## config.mk

```make
export PLATFORM = sky130hd
export DESIGN_NAME = demux_1x4_stream
export DESIGN_NICKNAME = d
export VERILOG_FILES = /design/src/rtl/demux_pkg.sv /design/src/rtl/demux_chan_buf.sv /design/src/rtl/demux_1x4_stream.sv
export SDC_FILE = /design/constraint.sdc
export NUM_CORES = 1
export LEC_CHECK = 0
export CAP_MARGIN = 5
export CORE_MARGIN = 2
export CORE_UTILIZATION = 49
export DETAILED_ROUTE_END_ITERATION = 6
export PLACE_DENSITY_LB_ADDON = 0.05
export SETUP_SLACK_MARGIN = 0.5
export SLEW_MARGIN = 20
export SYNTH_ARGS = -nofsm -noshare
export SYNTH_HDL_FRONTEND = slang
export SYNTH_HIERARCHICAL = 1
export SYNTH_SLANG_ARGS = --single-unit
export TNS_END_PERCENT = 30
```

## constraint.sdc

```tcl
create_clock -name clk -period 2.5 [get_ports clk]
set_clock_uncertainty 0.1 [all_clocks]
set_input_delay 0.25 -clock clk [delete_from_list [all_inputs] [get_ports clk]]
set_output_delay 0.25 -clock clk [all_outputs]
set_load 0.005 [all_outputs]
```

## src/rtl/demux_pkg.sv

```systemverilog
// Shared constants for the 4-channel stream mux/demux family.
package demux_pkg;

   localparam int NUM_CH = 4;
   localparam int SEL_W  = 2;

   localparam logic [SEL_W-1:0] CH0 = 2'd0;
   localparam logic [SEL_W-1:0] CH1 = 2'd1;
   localparam logic [SEL_W-1:0] CH2 = 2'd2;
   localparam logic [SEL_W-1:0] CH3 = 2'd3;

   // Next round-robin channel; wraps from the last channel back to CH0.
   function automatic logic [SEL_W-1:0] next_rr(input logic [SEL_W-1:0] ptr);
      return ptr + SEL_W'(1);
   endfunction

endpackage

```

## src/rtl/demux_chan_buf.sv

```systemverilog
// One-entry register slice for a single demux output channel, with a
// saturating count of the words written into it.
module demux_chan_buf
   import demux_pkg::*;
#(
   parameter int DATA_W = 8,
   parameter int CNT_W  = 8
) (
   input  logic              clk,
   input  logic              rst_n,
   input  logic              wr_en,
   input  logic [DATA_W-1:0] wr_data,
   input  logic              rd_ready,
   input  logic              cnt_clr,
   output logic              valid,
   output logic [DATA_W-1:0] data,
   output logic              free,
   output logic [CNT_W-1:0]  cnt
);

   localparam logic [CNT_W-1:0] CNT_MAX = '1;

   // The slot can take a new word if it is empty or being drained this cycle.
   assign free = ~valid | rd_ready;

   // Buffer register: a write always wins over a drain, so a simultaneous
   // drain-and-refill keeps valid high and gives one word per clock.
   always_ff @(posedge clk or negedge rst_n) begin
      if (!rst_n) begin
         valid <= 1'b0;
         data  <= '0;
      end else if (wr_en) begin
         valid <= 1'b1;
         data  <= wr_data;
      end else if (rd_ready) begin
         valid <= 1'b0;
      end
   end

   // Saturating write counter; clear takes priority over a coincident write.
   always_ff @(posedge clk or negedge rst_n) begin
      if (!rst_n) begin
         cnt <= '0;
      end else if (cnt_clr) begin
         cnt <= '0;
      end else if (wr_en && (cnt != CNT_MAX)) begin
         cnt <= cnt + CNT_W'(1);
      end
   end

endmodule

```

## src/rtl/demux_1x4_stream.sv

```systemverilog
// Registered 1-to-4 stream demultiplexer with fixed or round-robin routing
// and per-channel accepted-word counters.
module demux_1x4_stream
   import demux_pkg::*;
#(
   parameter int DATA_W = 8,
   parameter int CNT_W  = 8
) (
   input  logic                     clk,
   input  logic                     rst_n,
   input  logic                     mode_rr,
   input  logic                     in_valid,
   output logic                     in_ready,
   input  logic [SEL_W-1:0]         in_sel,
   input  logic [DATA_W-1:0]        in_data,
   output logic [NUM_CH-1:0]        out_valid,
   input  logic [NUM_CH-1:0]        out_ready,
   output logic [NUM_CH*DATA_W-1:0] out_data,
   input  logic                     cnt_clr,
   output logic [NUM_CH*CNT_W-1:0]  cnt,
   output logic [SEL_W-1:0]         rr_ptr
);

   logic [SEL_W-1:0]  dst;
   logic [NUM_CH-1:0] chan_free;
   logic [NUM_CH-1:0] wr_en;
   logic              in_xfer;

   // Destination is re-evaluated every cycle, so a stalled word follows a mode change.
   assign dst      = mode_rr ? rr_ptr : in_sel;
   assign in_ready = rst_n & chan_free[dst];
   assign in_xfer  = in_valid & in_ready;

   for (genvar k = 0; k < NUM_CH; k++) begin : g_chan
      assign wr_en[k] = in_xfer & (dst == SEL_W'(k));

      demux_chan_buf #(
         .DATA_W (DATA_W),
         .CNT_W  (CNT_W)
      ) u_buf (
         .clk      (clk),
         .rst_n    (rst_n),
         .wr_en    (wr_en[k]),
         .wr_data  (in_data),
         .rd_ready (out_ready[k]),
         .cnt_clr  (cnt_clr),
         .valid    (out_valid[k]),
         .data     (out_data[k*DATA_W +: DATA_W]),
         .free     (chan_free[k]),
         .cnt      (cnt[k*CNT_W +: CNT_W])
      );
   end

   // Round-robin pointer moves only on accepted words in round-robin mode and
   // otherwise holds, so switching modes never disturbs the rotation.
   always_ff @(posedge clk or negedge rst_n) begin
      if (!rst_n) begin
         rr_ptr <= '0;
      end else if (in_xfer && mode_rr) begin
         rr_ptr <= next_rr(rr_ptr);
      end
   end

endmodule

```

# Word level (Yosys, flattened, before mapping)

Index checks and enable logic that the tools add are counted.
W data, S select, Z words.

Output and inout port bits: 71
Word-level logic and storage cells: 73
Register bits: 70

Reduce and logical (&&, ||, !) cells: 14
Bitwise operators: 14
Equality and inequality tests: 7
Order comparisons: 1
Mux-type cells: 19
Add/sub/neg operators: 5

Operators with widths:

| operator              | count |
|---|---|
| $mux W8               | 8 |
| $add A8 B1 Y8 const B | 4 |
| $ne A8 B8 Y1 const B  | 4 |
| $reduce_bool A2 Y1    | 8 |
| $mux W1               | 9 |
| $and A1 B1 Y1         | 6 |
| $logic_and A1 B1 Y1   | 5 |
| $eq A2 B2 Y1 const B  | 2 |
| $not A1 Y1            | 4 |
| $or A1 B1 Y1          | 4 |
| $lt A2 B3 Y1 const B  | 1 |
| $add A2 B1 Y2 const B | 1 |
| $bmux W1 S2           | 1 |
| $eq A2 B1 Y1 const B  | 1 |
| $logic_not A2 Y1      | 1 |
| $mux W2               | 1 |

# Depth between registers and ports, before layout

Gate-level depths: netlist of run 1.

Word-level depth: 10
Gate-level depth with buffers: 9
Mapped depth without buffers: 8

# Hierarchy

The synthesis of run 1 kept the hierarchy.

By module, submodules not included:

| module           | cells each | seq. area each (µm²) | area an instance (µm²) | times used |
|---|---|---|---|---|
| demux_chan_buf   | 66         | 425.4                | 799.5                  | 4 |
| demux_1x4_stream | 32         | 50.0                 | 279.0                  | 1 |

# Worst setup path after synthesis of run 1

Ideal clock, no wire load.

Kind: reg2reg
From: register rr_ptr[1]
To: register g_chan[1].u_buf.cnt[7]
Setup time: 0.094 ns
Slack: 0.300 ns
Cell stages (with the launch flop): 9
Arrival time: 2.006 ns
Path buffers: 1
Cell sequence: dfrtp_1 -> nor3b_2 -> o21ai_1 -> a41o_4 -> o21ba_1 -> buf_4 -> nand3_2 -> or3_1 -> a211oi_1

Word-level cells in the longest chain between the ends: 8
Elaborated cells between the ends (all ways): 9

Ends and longest elaborated chain:

| what                           | RTL line               | text |
|---|---|---|
| start, declared                | demux_1x4_stream.sv:21 | `output logic [SEL_W-1:0] rr_ptr` |
| start signal, assigned         | demux_1x4_stream.sv:60 | `rr_ptr <= next_rr(rr_ptr);` |
| $mux W2 *                      | demux_1x4_stream.sv:30 | `assign dst = mode_rr ? rr_ptr : in_sel;` |
| $bmux W1 S2                    | demux_1x4_stream.sv:31 | `assign in_ready = rst_n & chan_free[dst];` |
| $mux W1 (implied by the code)  | demux_1x4_stream.sv:31 |  |
| $and A1 B1 Y1                  | demux_1x4_stream.sv:31 |  |
| $and A1 B1 Y1                  | demux_1x4_stream.sv:32 | `assign in_xfer = in_valid & in_ready;` |
| $and A1 B1 Y1 *                | demux_1x4_stream.sv:35 | `assign wr_en[k] = in_xfer & (dst == SEL_W'(k));` |
| via wr_en[1]                   | demux_1x4_stream.sv:26 | `logic [NUM_CH-1:0] wr_en;` |
| $logic_and A1 B1 Y1 *          | demux_chan_buf.sv:46   | `end else if (wr_en && (cnt != CNT_MAX)) begin` |
| $reduce_bool A2 Y1 (no line) * | -                      |  |
| end signal, assigned           | demux_chan_buf.sv:47   | `cnt <= cnt + CNT_W'(1);` |
| end, declared                  | demux_chan_buf.sv:18   | `output logic [CNT_W-1:0] cnt` |

Mark *: on every way through the listed nets, which the timed path passes. The rest lies on a longest branch. The select of a mux whose other input is x is not followed.
A chain may end at the register's enable or synchronous reset.

# Final worst setup path of run 1

From: input port in_sel[0]
To: register g_chan[1].u_buf.cnt[7]

Word-level cells in the longest chain between the ends: 8
Elaborated cells between the ends (all ways): 9

Ends and longest elaborated chain:

| what                           | RTL line               | text |
|---|---|---|
| start, declared                | demux_1x4_stream.sv:14 | `input logic [SEL_W-1:0] in_sel,` |
| $mux W2 *                      | demux_1x4_stream.sv:30 |  |
| $bmux W1 S2                    | demux_1x4_stream.sv:31 |  |
| $mux W1 (implied by the code)  | demux_1x4_stream.sv:31 |  |
| $and A1 B1 Y1                  | demux_1x4_stream.sv:31 |  |
| $and A1 B1 Y1                  | demux_1x4_stream.sv:32 |  |
| $and A1 B1 Y1 *                | demux_1x4_stream.sv:35 |  |
| via wr_en[1]                   | demux_1x4_stream.sv:26 |  |
| $logic_and A1 B1 Y1 *          | demux_chan_buf.sv:46   |  |
| $reduce_bool A2 Y1 (no line) * | -                      |  |

Marked as above.

==> results of run 1 <==
[kinds of logic (layout without fill, tap and decap cells)]
| family | count (synthesis) | after routing | synth area share |
|---|---|---|---|
| mux | 44 | 44 | 0.1411 |
| compound gates | 49 | 49 | 0.1090 |
| buf+inv | 24 | 157 | 0.03382 |
| flops | 70 | 70 | 0.5038 |
| fa+ha+maj | 4 | 4 | 0.01439 |
| simple gates | 103 | 103 | 0.1929 |
| xor+xnor | 2 | 2 | 0.005039 |
[worst max path at each step]
stage,endpoint,slack [ns],cells after the start
2_1_floorplan,g_chan[1].u_buf/cnt[7],0.33,8
3_3_place_gp,g_chan[0].u_buf/cnt[7],-0.16,9
3_5_place_dp,g_chan[0].u_buf/cnt[7],-0.26,10
4_1_cts,g_chan[1].u_buf/cnt[7],0.29,7
5_1_grt,g_chan[2].u_buf/cnt[7],0.15,9
6_report,g_chan[1].u_buf/cnt[7],0.24,8
[repair_timing]
| item | 4_1_cts | 5_1_grt |
|---|---|---|
| pin swaps | 1 | 9 |
| hold buffers | 0 | 0 |
| setup endpoints to repair | 69 | 69 |
| resized for setup | 21 | 30 |
| cloned | 0 | 1 |
| buffers inserted | 3 | 6 |
[cell usage in the layout, fill, tap and decap left out, types with 7 or more instances in the layout]
master	n
clkdlybuf4s50_1	85
inv_1	11
nand4_1	8
buf_4	33
mux2_2	38
clkbuf_8	9
nand3_2	7
nor2b_1	8
nor2_1	7
dfrtp_1	68
a21oi_1	12
a211oi_1	7
nor3_1	12
nand2b_1	20
buf_6	7
[routing by layer]
metal / GRT usage / vias up / wire length (µm)
met3: 0.07836 / 6 / 542
met2: 0.3869 / 75 / 4407
li1: - / 1364 / -
met5: 0 / - / 0
met1: 0.2833 / 1445 / 3725
met4: 0.1088 / 0 / 70
[flip-flops by register name (all words and copies together) (netlist names)]
| register | flops |
|---|---|
| g_chan.u_buf/cnt | 32 |
| g_chan.u_buf/data | 32 |
| g_chan.u_buf/valid | 4 |
| rr_ptr | 2 |
[worst max-delay path, stage by stage]
cell	delay [ns]
clkdlybuf4s50_1	0.55
nor3b_4	0.27
o21ai_2	0.10
a41o_4	0.32
o21ba_4	0.28
nand3_2	0.10
or3_4	0.38
a211oi_2	0.17
[Yosys cell counts, types with 2 or more instances]
master	instances
and4_1	5
mux2_2	40
mux2i_1	4
a31oi_1	2
nor2_1	10
clkbuf_1	4
nand3_2	8
buf_2	4
nand4_1	8
nand2b_1	20
nor4b_1	4
and3_2	4
nand3_1	4
nor3_1	13
nor2b_1	8
a21oi_1	12
a32oi_1	2
ha_1	4
a21boi_1	4
or3_1	4
nor4_1	4
o2111a_1	4
a211oi_1	12
nand2_1	5
buf_4	4
dfrtp_1	70
inv_1	11
a41oi_1	9
[layout make-up]
cell class                      count  area (µm²)  share of cell area
Clock buffer                        9       123.9             0.02371
Clock inverter                      6       111.4             0.02132
Inverter                           11       41.29            0.007904
Multi-Input combinational cell    202        1809              0.3463
Sequential cell                    70        1754              0.3358
Tap cell                           96       120.1             0.02299
Timing Repair Buffer              131        1264              0.2419
[metrics by stage]
stage / setup slack, ns / power [mW]
6_report: 0.2371 / 4.028
5_1_grt: 0.1512 / 4.245
4_1_cts: 0.2863 / 4.018
3_5_place_dp: -0.2625 / 2.854
3_3_place_gp: -0.1616 / 2.832
2_1_floorplan: 0.3261 / 2.042
[power breakdown]
group	switching, mW	internal (mW)	leakage, nW
clock	0.438	0.657	0.115
sequential	0.190	1.42	0.911
combinational	0.424	0.895	1.09
==> results by group, run 1 <==
GRT
  • Vias in the first global route: 2943
  • Initial antenna violation count: 0
  • Largest net degree at the start of global routing: 71
  • GR Overflow Total: 0
  • Global-route wire length before repair: 14.08 mm
  • Total track usage: 0.2362

Yosys
  • Post-Synthesis Cell Area: 3477 µm²
  • Area leader, netlist: dfrtp_1
  • Number of synthesized flops with an enable pin: 0
  • Post-Synthesis Cells: 296
  • Syn_nets: 319
  • Synth Flop Type: dfrtp_1
  • Synth top area cells: dfrtp_1 50%, mux2_2 13%, nand2b_1 3.6%
  • Synthesis warning total: 6
  • Register area share after synthesis: 0.5038
  • Asr flop ratio synth: 1.000
  • #FFs+latches synth: 70
  • Syn Area/Cell: 11.75 µm²
  • Unique cell type count in the Yosys netlist: 41
  • Post-synth top area share: 0.5038

Final layout
  • Nets: 448
  • Area grow syn2layout: 50.23%
  • Fill count: 476
  • Fin area: 5224 µm²
  • Fin util: 0.7647
  • N_diodes: 0
  • Share of layout cells above drive strength 1: 0.3403
  • Finished Layout Cells: 525

Timing
  • Transition time at the pin with the least slew margin: 0.8757 ns
  • Hold_ws: 0.03650 ns
  • Final Hold Vio Count: 0
  • Final period util: 0.9052
  • Max Slew Vio Count: 0
  • Final TNS setup: 0 ns
  • Final Critical Period: 2.263 ns
  • Setup violators final: 0
  • Max frequency: 441.9 MHz
  • Slew HR: 0.4162
  • RSZ-0062 raised after global routing: true

Clock tree
  • Root Buffer: clkbuf_8
  • TritonCTS Buffers: 9
  • Total clock sinks: 70
  • Clock buffer depth: 2
  • Reg clk slew, reported paths: 0.08 ns
  • CTS H-tree lvls: 3
  • Clk_lat worst skew: 0.34 ns
  • CTS tree: done

Route
  • DR iter-0 viols: 126
  • Drt pass-1 iters: 4
  • Number of vias per cell: 5.505
  • Drt total wl: 8.745 mm
  • Final ANT Viol Nets: 0
  • DRC violations left: 0
  • Via count: 2890
  • Routed len/inst: 16.66 µm

Critical path
  • R2R Path End: g_chan[1].u_buf/cnt[7]
  • R2R Setup Slk: 0.26 ns
  • Reg-to-Reg Start: rr_ptr[1]
  • CP Launch Point: in_sel[0]
  • WP data required: 2.66 ns
  • Worst R2R Path Depth: 8
  • Largest fanout on the critical path: 7
  • Startpoint types: input port
  • Setup crit end kind: flop
  • Crit Path Class: in2reg
  • CP arrival: 2.42 ns

Placement
  • Area after DPL: 4666 µm²
  • Final Wtd Congestion: 0.8882
  • Post-DP HPWL: 5.818 mm
  • PortBufs: 89
  • Dpl cells: 500

Job
  • Max-cap violations: 0

Floorplan
  • Rows: 30
  • Die ar.: 7786 µm²
  • IO Pins: 90
  • Initial Util: 0.5090
  • Total core area: 6832 µm²
  • Die Y: 88.24 µm
  • Die X: 88.24 µm

Min path
  • Class of the worst hold path: in2async

Outcome
  • Status: completed

Power and ir drop
  • Peak supply drop: 0.6593 mV
  • Lkg Pwr: 2.115 nW
  • P per Cell Area: 771.0 nW/µm²
No activity file was read; power rests on OpenSTA's default activity.
==> run 2: changes to the inputs <==
CORE_ASPECT_RATIO = 1.4   (was unset)
==> run 2 against run 1 <==
Global-route usage is 0.49 points lower. Combinational power hardly changed. Die area is 0.12% higher. Sequential share of layout area is 0.55 points higher.
==> results by group, run 2 (synthesized netlist as in run 1, its figures left out) <==
Critical path
  • CP Launch Point: rr_ptr[1] (was in_sel[0])
  • Setup crit end kind: flop (unchanged)
  • CP arrival: 2.35 ns (was 2.42 ns)
  • Largest fanout on the critical path: 7 (unchanged)
  • Startpoint types: flop (was input port)
  • Slowest stage delay, CP: 0.47 ns (was 0.55 ns)
  • Slowest stage cell, crit path: dfrtp_2 (was clkdlybuf4s50_1)
  • Crit-path cells: and3b_2, o21ai_2, a41o_4, nor2_2, buf_6, nand3_2, or3_4, a211oi_2 (was clkdlybuf4s50_1, nor3b_4, o21ai_2, a41o_4, o21ba_4, nand3_2, or3_4, a211oi_2)
  • Crit Path Class: reg2reg (was in2reg)
  • Reg-to-Reg Start: rr_ptr[1] (unchanged)
  • WP data required: 2.67 ns (was 2.66 ns)

Min path
  • Min-Delay Startpoint: out_ready[2]
  • Class of the worst hold path: in2reg (was in2async)

Final layout
  • Area grow syn2layout: 47.82% (was 50.23%)
  • Commonest non-fill, non-tap cell in the layout: clkdlybuf4s50_1 (unchanged)
  • Finished Layout Cells: 527 (was 525)
  • N_diodes: 0 (unchanged)
  • Fill count: 520 (was 476)
  • Nets: 450 (was 448)
  • Share of layout cells above drive strength 1: 0.3356 (was 0.3403)
  • Most frequent cells in the layout: 84 x clkdlybuf4s50_1, 68 x dfrtp_1, 37 x buf_4, 36 x mux2_2, 18 x nand2b_1 (was 85 x clkdlybuf4s50_1, 68 x dfrtp_1, 38 x mux2_2, 33 x buf_4, 20 x nand2b_1)
  • Top Registers: g_chan.u_buf/cnt x32, g_chan.u_buf/data x32, g_chan.u_buf/valid x4 (unchanged)

GRT
  • Total track usage: 0.2313 (was 0.2362)
  • Global-route wire length before repair: 14.08 mm (about the same)
  • Vias in the first global route: 2940 (was 2943)
  • Initial antenna violation count: 0 (unchanged)
  • GR Overflow Total: 0 (unchanged)
  • Largest net degree at the start of global routing: 51 (was 71)

Timing
  • Final Critical Period: 2.186 ns (was 2.263 ns)
  • Setup violators final: 0 (unchanged)
  • Final setup margin: 0.3140 ns (was 0.2371 ns)
  • Slew HR: 0.5825 (was 0.4162)
  • Final TNS setup: 0 ns (unchanged)
  • RSZ-0062 raised after global routing: true (unchanged)
  • Max Slew Vio Count: 0 (unchanged)
  • Final Hold Vio Count: 0 (unchanged)
  • Transition time at the pin with the least slew margin: 0.6263 ns (was 0.8757 ns)
  • Final period util: 0.8744 (was 0.9052)
  • Max frequency: 457.5 MHz (was 441.9 MHz)

Clock tree
  • CTS tree: done (unchanged)
  • TritonCTS Buffers: 9 (unchanged)
  • Total clock sinks: 70 (unchanged)
  • CTS H-tree lvls: 3 (unchanged)
  • Clk_lat worst skew: 0.34 ns (about the same)
  • Clock buffer depth: 2 (unchanged)
  • Reg clk slew, reported paths: 0.08 ns (about the same)
  • Root Buffer: clkbuf_8 (unchanged)

Floorplan
  • Die X: 75.20 µm (was 88.24 µm)
  • Rows: 36 (was 30)
  • Total core area: 6937 µm² (was 6832 µm²)
  • Die ar.: 7795 µm² (was 7786 µm²)
  • Die Y: 103.7 µm (was 88.24 µm)
  • Initial Util: 0.5013 (was 0.5090)
  • IO Pins: 90 (unchanged)

Outcome
  • Status: completed (unchanged)

Power and ir drop
  • Peak supply drop: 0.5390 mV (was 0.6593 mV)
  • P per Cell Area: 745.7 nW/µm² (was 771.0 nW/µm²)
  • Lkg Pwr: 2.099 nW (was 2.115 nW)

Route
  • Via count: 2937 (was 2890)
  • DR iter-0 viols: 97 (was 126)
  • Drt total wl: 8.611 mm (was 8.745 mm)
  • Routed len/inst: 16.34 µm (was 16.66 µm)
  • Number of vias per cell: 5.573 (was 5.505)
  • Drt pass-1 iters: 4 (unchanged)
  • DRC violations left: 0 (unchanged)
  • Final ANT Viol Nets: 0 (unchanged)

Placement
  • Final Wtd Congestion: 0.8615 (was 0.8882)
  • Pre-CTS setup slack: -0.1664 ns (was -0.2625 ns)
  • PortBufs: 89 (unchanged)
  • Dpl cells: 499 (was 500)
  • Post-DP HPWL: 6.063 mm (was 5.818 mm)

Job
  • Max-cap violations: 0 (unchanged)
-- run 2: path summary, 6_finish.rpt --
check,endpoint,cells past startpoint,slack (ns)
max,g_chan[3].u_buf/cnt[7],8,0.31
min,g_chan[2].u_buf/valid,4,0.34
max reg2reg,g_chan[3].u_buf/cnt[7],8,0.31
min reg2reg,g_chan[2].u_buf/data[3],1,0.41
max in group asynchronous,g_chan[2].u_buf/data[2],3,1.26
min in group asynchronous,g_chan[2].u_buf/data[7],3,0.42
-- run 2: metrics by stage --
step	hold slack (ns)	util	instance area [µm²]	power, mW
after floorplan	-0.1456	-	3497	2.042
after global placement	0.1921	0.6724	4664	2.825
after detailed placement	0.1926	0.6724	4664	2.856
after CTS	0.3281	0.7300	5064	3.851
after global routing	0.3567	0.7410	5140	4.052
final	0.3416	0.7410	5140	3.833
-- run 2: repair_timing --
item / CTS / global route
endpoints found under the hold margin: 70 / 0
setup buffers: 7 / 4
pin swaps: 6 / 1
setup endpoints to repair: 67 / 65
hold buffers: 1 / 0
resized for setup: 33 / 10
-- run 2: worst max-delay path, delay by kind of cell, from the launching register on --
family	cells	cell delay, ns
buf+inv	1	0.13
compound gates	3	0.54
flops	1	0.47
simple gates	4	0.86
-- run 2: cell type report --
type / instances / area (µm²) / area share
Tap cell: 95 / 118.9 / 0.02313
Multi-Input combinational cell: 202 / 1772 / 0.3447
Sequential cell: 70 / 1754 / 0.3413
Clock buffer: 9 / 123.9 / 0.02410
Timing Repair Buffer: 133 / 1250 / 0.2432
Inverter: 11 / 41.29 / 0.008033
Clock inverter: 7 / 80.08 / 0.01558
-- run 2: report_power, final --
group | switching, mW | internal (mW)
combinational | 0.411 | 0.879
clock | 0.457 | 0.472
sequential | 0.191 | 1.42
total | 1.06 | 2.77
-- run 2: routing by layer --
metal  vias to the layer above  wire length, µm  global-route usage
met3                        11              449             0.05447
li1                       1375                -                   -
met5                         -                0                   0
met4                         0              128             0.08396
met1                      1474             3460              0.2793
met2                        77             4572              0.3916
